--- src/rtl/multi_rate_tick_gen.sv ---
// rtl/multi_rate_tick_gen.sv - multi-channel runtime-programmable clock-enable generator
// Each channel divides clk (or the previous channel's wrap) and emits a tick strobe and a square wave.
module multi_rate_tick_gen #(
  parameter int CHANNELS = 3,
  parameter int CNT_W = 27,
  parameter logic [CHANNELS*CNT_W-1:0] DEFAULT_DIVS = {27'd60, 27'd100, 27'd1_000_000},
  parameter int CH_W = (CHANNELS > 1) ? $clog2(CHANNELS) : 1
) (
  input  logic                clk,
  input  logic                rst,
  input  logic [CHANNELS-1:0] en,
  input  logic [CHANNELS-1:0] cascade,
  input  logic                cfg_valid,
  output logic                cfg_ready,
  input  logic [CH_W-1:0]     cfg_chan,
  input  logic [CNT_W-1:0]    cfg_div,
  output logic [CHANNELS-1:0] tick,
  output logic [CHANNELS-1:0] sq
);

  typedef enum logic {S_IDLE, S_PENDING} state_t;

  state_t              state;
  state_t              state_nxt;
  logic [CNT_W-1:0]    cnt [CHANNELS];
  logic [CNT_W-1:0]    div [CHANNELS];
  logic [CH_W-1:0]     sh_chan;
  logic [CNT_W-1:0]    sh_div;
  logic [CHANNELS-1:0] adv;
  logic [CHANNELS-1:0] wrap;
  logic [CHANNELS-1:0] load;
  logic                accept;
  logic                chan_ok;

  // Cascade chain resolves combinationally in channel order within one cycle.
  always_comb begin
    logic             prev_wrap;
    logic [CNT_W-1:0] d_eff;
    prev_wrap = 1'b0;
    d_eff     = '0;
    adv       = '0;
    wrap      = '0;
    for (int i = 0; i < CHANNELS; i++) begin
      d_eff     = (div[i] == '0) ? CNT_W'(1) : div[i];
      adv[i]    = en[i] & ((i > 0 && cascade[i]) ? prev_wrap : 1'b1);
      wrap[i]   = adv[i] & (cnt[i] == d_eff - CNT_W'(1));
      prev_wrap = wrap[i];
    end
  end

  // A pending divisor lands on the target's next wrap, or at once if it is disabled.
  always_comb begin
    load = '0;
    if (state == S_PENDING) begin
      for (int i = 0; i < CHANNELS; i++) begin
        if (sh_chan == CH_W'(i)) load[i] = ~en[i] | wrap[i];
      end
    end
  end

  assign chan_ok = (int'(cfg_chan) < CHANNELS);

  always_comb begin
    state_nxt = state;
    cfg_ready = 1'b0;
    accept    = 1'b0;
    case (state)
      S_IDLE: begin
        cfg_ready = 1'b1;
        accept    = cfg_valid & chan_ok;
        if (accept) state_nxt = S_PENDING;
      end
      S_PENDING: begin
        if (|load) state_nxt = S_IDLE;
      end
      default: state_nxt = S_IDLE;
    endcase
  end

  always_ff @(posedge clk or posedge rst) begin
    if (rst) begin
      state   <= S_IDLE;
      sh_chan <= '0;
      sh_div  <= '0;
    end else begin
      state <= state_nxt;
      if (accept) begin
        sh_chan <= cfg_chan;
        sh_div  <= cfg_div;
      end
    end
  end

  always_ff @(posedge clk or posedge rst) begin
    if (rst) begin
      for (int i = 0; i < CHANNELS; i++) begin
        cnt[i] <= '0;
        div[i] <= DEFAULT_DIVS[i*CNT_W +: CNT_W];
      end
      tick <= '0;
      sq   <= '0;
    end else begin
      for (int i = 0; i < CHANNELS; i++) begin
        if (load[i] && !en[i]) cnt[i] <= '0;
        else if (adv[i]) cnt[i] <= wrap[i] ? '0 : cnt[i] + CNT_W'(1);
        if (load[i]) div[i] <= sh_div;
      end
      tick <= wrap;
      sq   <= sq ^ wrap;
    end
  end

endmodule

--- config.mk ---
export PLATFORM = sky130hd
export DESIGN_NAME = multi_rate_tick_gen
export DESIGN_NICKNAME = d
export VERILOG_FILES = /design/src/rtl/multi_rate_tick_gen.sv
export SDC_FILE = /design/constraint.sdc
export NUM_CORES = 1
export LEC_CHECK = 0
export ABC_AREA = 1
export CORE_ASPECT_RATIO = 2
export CORE_MARGIN = 3
export CORE_UTILIZATION = 50
export DETAILED_ROUTE_END_ITERATION = 6
export PLACE_DENSITY_LB_ADDON = 0.3
export SLEW_MARGIN = 20
export SYNTH_ARGS = -nofsm -noshare
export SYNTH_HDL_FRONTEND = slang
export SYNTH_SLANG_ARGS = --single-unit
--- constraint.sdc ---
create_clock -name clk -period 6.7 [get_ports clk]
set_input_delay 1.34 -clock clk [delete_from_list [all_inputs] [get_ports clk]]
set_output_delay 1.34 -clock clk [all_outputs]
set_load 0.05 [all_outputs]
==> flow_summary.json, run 1 <==
{
  "criticalPathCategory": "register to register",
  "ctsHoldBuffers": 0,
  "cts_buffers": 17,
  "ios": 45,
  "die_x_microns": 120,
  "min_from": "sq[2]",
  "max_slew_margin": 0.376,
  "place_hpwl_microns": 27800,
  "synth_simple_gate_area_frac": 0.319,
  "ys.flop_type": "dfrtp_1",
  "p_seq_frac": 0.372,
  "critical-path-top-delay-family": "simple AND/OR/NAND/NOR gates",
  "ys_ff_latch": 198,
  "cts_max_level": 4,
  "seq_area_sq_um": 4970,
  "routed_via_density": 5.48,
  "required_ns": 7.04,
  "synthTopCellsByArea": "dfrtp_1 36%, nand2_1 11%, xor2_1 7.9%",
  "r2r_start": "div[73]",
  "synth-xor-area-share": 0.113,
  "antenna_found_initial": 0,
  "maxSlewViolCount": 0,
  "ys_seq_area_frac": 0.385,
  "p_int_mw": 3.21,
  "combPwrFrac": 0.458,
  "ctsLongestPathBuffers": 2,
  "nNetsFinal": 1831,
  "vias": 11702,
  "placementRows": 82,
  "routed_wl_microns": 35900,
  "overflow": 0,
  "yosysUniqueCellTypes": 50,
  "nFillCells": 2444,
  "switching_share": 0.471,
  "pwr-share-clk": 0.170,
  "syn_inst": 1763,
  "dieArea_sq_um": 27900,
  "hold_viol_final": 0,
  "root_buffer": "clkbuf_16",
  "drtAntennaViolNets": 0,
  "cts_setup_buffers": 0,
  "finalSetupTns_ns": 0,
  "grt_pass1_wl_microns": 58300,
  "status": "complete, no violations",
  "path_clk_slew_ns": 0.08,
  "drtIter0Drc": 1063,
  "hold_path.class": "register to register",
  "cts_resized": 0,
  "synth_edf_count": 0,
  "synthAdderAreaFrac": 0.00581,
  "die_height_microns": 233,
  "drtPass1Iterations": 7,
  "ys.warnings.count": 0,
  "synth_compound_area_frac": 0.0972,
  "switching_power_mw": 2.86,
  "cp_slowest_stage_delay_ns": 0.64,
  "routabilityCongestion": 1.03,
  "start_util": 0.512,
  "setup_viol": 0,
  "start_kind": "register",
  "cts_sinks": 198,
  "ys_async_sr_fraction": 1.00,
  "layout_common_cells": "376 x nand2_1, 218 x inv_1, 213 x nor2_1, 184 x dfrtp_1, 134 x nand3_1",
  "cp_data_arrival_time_ns": 5.74,
  "period_needed_ns": 5.40,
  "multi_input_area_sq_um": 6930,
  "critPathMaxFanout": 20,
  "power.density_nw_per_um2": 426,
  "grt_setup_unrepaired": "false",
  "layout_commonest_cell": "nand2_1",
  "power_leakage_nw": 6.40,
  "irDropWorstVdd_v": 0.000379,
  "dp_cells": 2104,
  "stdcell_count": 2136,
  "port_buffers": 43,
  "core-area_sq_um": 25200,
  "syn_to_final_growth_pct": 10.1,
  "synth.area.mux_share": 0,
  "synth_area_sq_um": 12900,
  "crit_path_end_kind": "register",
  "grt_max_degree": 166,
  "insertion_delay_ns": 0.47,
  "clock_skew_ns": 0.0108,
  "drive_gt1_frac": 0.0656,
  "cpMaxStageDelayCell": "nand2_1",
  "crit_start": "div[73]",
  "crit_top_cell": "nand2_1",
  "tightest_slew_ns": 0.937,
  "grt_pass1_vias": 11608,
  "period_share": 0.806,
  "antennaDiodeCount": 0,
  "route.detailed.drc": 0,
  "grt_usage": 0.267,
  "synth_top_family_by_area": "simple AND/OR/NAND/NOR gates",
  "cap_violations": 0,
  "yosys.area.top_type": "dfrtp_1",
  "syn_avg_cell_area_sq_um": 7.33,
  "fmax_mhz": 185,
  "netlist.area_leader.share": 0.356,
  "cts_tree": "done",
  "path_buf_inv": 3,
  "syn_nets": 1807,
  "utilization": 0.564,
  "wl_per_cell_microns": 16.8
}
==> power groups by stage <==
stage                     Clock [mW]  Sequential [mW]  Combinational [mW]
after global routing            1.10             2.32                3.14
after global placement             0             2.25                2.69
final                           1.03             2.25                2.78
after detailed placement           0             2.26                2.76
after CTS                       1.05             2.24                2.78
after floorplan                    0             2.03                2.20
==> path summary, 6_finish.rpt <==
check / end / cells after the start / slack (ns)
worst min register to register: sq[2] / 1 / 0.47
max in group asynchronous: cnt[50] / 3 / 4.00
worst max-delay path: cnt[53] / 25 / 1.30
min in group asynchronous: cnt[56] / 2 / 1.36
worst max register to register: cnt[53] / 25 / 1.30
worst min-delay path: sq[2] / 1 / 0.47
==> kinds of logic (layout without fill, tap and decap cells) <==
logic type      Yosys count  in the layout
xor+xnor                163            163
fa+ha+maj                 6              6
flops                   198            198
buf+inv                 267            304
simple gates            910            910
compound gates          219            219
==> area by class of cell <==
type | instances | share of cell area
multi-input cells | 1298 | 0.486
flip-flops and latches | 198 | 0.349
inverters | 221 | 0.0585
repair buffers | 51 | 0.0353
clock buffers | 19 | 0.0318
well taps | 336 | 0.0295
clock inverters | 13 | 0.00940
==> per-stage QoR <==
stage                     setup WS (ns)  hold slack [ns]  power, mW  instance area (sq um)
final                              1.30            0.467       6.07                  14200
after global routing               1.04            0.488       6.56                  14200
after CTS                          1.41            0.476       6.07                  14200
after detailed placement           1.44            0.467       5.01                  13700
after global placement             1.51            0.459       4.94                  13700
after floorplan                    2.81            0.442       4.24                  12900
==> per-layer routing <==
| layer | vias up | track usage | share of wire |
|---|---|---|---|
| met5 | - | 0 | 0 |
| met4 | 0 | 0.178 | 0.074 |
| met3 | 134 | 0.0376 | 0.026 |
| met2 | 260 | 0.496 | 0.54 |
| met1 | 5510 | 0.274 | 0.36 |
| li1 | 5798 | - | - |
==> flip-flops by register name (all words and copies together), names as in the netlist <==
| register | flops |
|---|---|
| tick | 3 |
| sq | 3 |
| div | 81 |
| cnt | 81 |
| sh_div | 27 |
| state | 1 |
| sh_chan | 2 |
==> synthesized netlist by cell type, drive strengths merged (4+ instances only) <==
cell type,count
or2,25
a21oi,43
xnor2,45
inv,221
nand4,44
nor4,21
nor3,43
dfrtp,184
ha,6
nand2,385
clkbuf,26
nor2,234
xor2,116
buf,20
o21bai,6
o41ai,17
o22ai,31
dfstp,14
nand3b,8
nand3,139
nor3b,4
o21ai,107
No activity file was read; power rests on OpenSTA's default activity.
==> run 2: changes to the inputs <==
Clock period 6.7 ns to 4.5 ns, I/O delays scaled along.
==> run 2 against run 1 <==
  * Total power up 52%
  * Utilization rose by 0.97 points
  * Clock power rose by 49%
  * Largest power group unchanged
  * Register-to-register slack lost 1.0 ns
  * First-iteration DRC count fell by 32%
  * Combinational power increased by 57%
  * Setup slack worse by 1.0 ns
  * Critical path depth is the same
  * Cell count grew 1.4%
  * Critical endpoint is now div[22]
  * Count of clock-buffer cells in the layout is 1 lower
  * Largest cell class unchanged
  * Sequential share of layout area fell by 0.59 points
  * Non-clock buffer count is 30 higher
==> flow_summary.json, run 2 (synthesis results as in run 1) <==
{
  "status": "complete, no violations",
  "drtPass1Iterations": 5,
  "path_clk_slew_ns": 0.08,
  "routabilityCongestion": 1.00,
  "core-area_sq_um": 25200,
  "cap_violations": 0,
  "syn_to_final_growth_pct": 12.0,
  "layout_commonest_cell": "nand2_1",
  "power_leakage_nw": 6.54,
  "route.detailed.drc": 0,
  "criticalPathCategory": "register to register",
  "grt_pass1_wl_microns": 59700,
  "wl_per_cell_microns": 17.0,
  "clock_skew_ns": 0.0110,
  "cts_tree": "done",
  "path_buf_inv": 2,
  "period_needed_ns": 4.21,
  "ios": 45,
  "cpMaxStageDelayCell": "dfstp_2",
  "layout_common_cells": "375 x nand2_1, 218 x inv_1, 212 x nor2_1, 184 x dfrtp_1, 134 x nand3_1",
  "combPwrFrac": 0.475,
  "dp_cells": 2133,
  "antennaDiodeCount": 0,
  "stdcell_count": 2166,
  "critPathMaxFanout": 27,
  "grt_pass1_vias": 11923,
  "required_ns": 4.90,
  "power.density_nw_per_um2": 635,
  "start_kind": "register",
  "routed_wl_microns": 36900,
  "irDropWorstVdd_v": 0.000442,
  "drtAntennaViolNets": 0,
  "top_regs": "cnt x81, div x81, sh_div x27",
  "critical-path-top-delay-family": "simple AND/OR/NAND/NOR gates",
  "start_util": 0.512,
  "p_int_mw": 4.89,
  "crit_top_cell": "nand2_1",
  "switching_share": 0.468,
  "finalInstanceArea_sq_um": 14500,
  "dpl_cell_area_sq_um": 13900,
  "max_slew_margin": 0.372,
  "finalSetupTns_ns": 0,
  "cts_buffers": 17,
  "tightest_slew_ns": 0.940,
  "crit_path_end_kind": "register",
  "root_buffer": "clkbuf_16",
  "period_share": 0.935,
  "place_hpwl_microns": 28800,
  "dieArea_sq_um": 27900,
  "grt_max_degree": 122,
  "antenna_found_initial": 0,
  "insertion_delay_ns": 0.46,
  "nFillCells": 2462,
  "die_x_microns": 120,
  "cts_max_level": 4,
  "hold_viol_final": 0,
  "r2r_setup_slack_ns": 0.29,
  "vias": 11834,
  "switching_power_mw": 4.31,
  "drtIter0Drc": 725,
  "die_height_microns": 233,
  "port_buffers": 43,
  "maxSlewViolCount": 0,
  "cts_sinks": 198,
  "p_seq_frac": 0.358,
  "placementRows": 82,
  "routed_via_density": 5.46,
  "nNetsFinal": 1861,
  "drive_gt1_frac": 0.0825,
  "pwr-share-clk": 0.167,
  "grt_usage": 0.274,
  "hold_path.class": "register to register",
  "utilization": 0.574,
  "cp_data_arrival_time_ns": 4.61,
  "fin_hold_ws_ns": 0.474,
  "ctsLongestPathBuffers": 2,
  "fmax_mhz": 238,
  "overflow": 0,
  "cp_slowest_stage_delay_ns": 0.60,
  "setup_viol": 0,
  "grt_setup_unrepaired": "false"
}
[run 2: cell count changes in the layout (fill, tap and decap cells not counted), sizes merged]
cell / before / now
buf: 8 / 38
clkinvlp: 3 / 5
inv: 227 / 225
bufinv: 0 / 1
clkbuf: 19 / 18
[run 2: worst paths after layout]
check	start	end	cells past startpoint
max	div[32]	div[22]	25
min	sq[1]	sq[1]	1
max reg2reg	div[32]	div[22]	25
min reg2reg	sq[1]	sq[1]	1
max in group asynchronous	rst	cnt[53]	3
min in group asynchronous	rst	cnt[58]	2
[run 2: power by group through the flow]
stage | Combinational [mW] | Sequential [mW] | Clock [mW]
after global placement | 4.22 | 3.28 | 0
after global routing | 4.93 | 3.39 | 1.62
final | 4.37 | 3.29 | 1.53
after floorplan | 3.28 | 3.03 | 0
after detailed placement | 4.31 | 3.30 | 0
after CTS | 4.35 | 3.28 | 1.56
[run 2: stage by stage]
stage	total power, mW	setup WS [ns]
after floorplan	6.31	1.05
after global placement	7.50	0.123
after detailed placement	7.61	0.0218
after CTS	9.18	0.229
after global routing	9.94	0.00454
final	9.20	0.291
[run 2: area by class of cell]
class | count | area, sq um | area share
clock buffer | 18 | 429 | 0.0296
clock inverter | 14 | 145 | 0.0100
inverter | 221 | 833 | 0.0575
multi-input combinational | 1298 | 6950 | 0.479
sequential | 198 | 4970 | 0.343
tap | 336 | 420 | 0.0290
timing repair buffer | 81 | 741 | 0.0511
[run 2: layer usage]
layer | global-route usage | share of wire
met5 | 0 | 0
met4 | 0.195 | 0.074
met3 | 0.0308 | 0.026
met2 | 0.519 | 0.54
met1 | 0.272 | 0.36
[run 2: what timing repair did]
| action | 4_1_cts | 5_1_grt |
|---|---|---|
| pin swaps | 0 | 1 |
| hold buffers | 0 | 0 |
| setup endpoints to repair | 4 | 67 |
| buffers inserted | 0 | 1 |
| resized for setup | 1 | 4 |
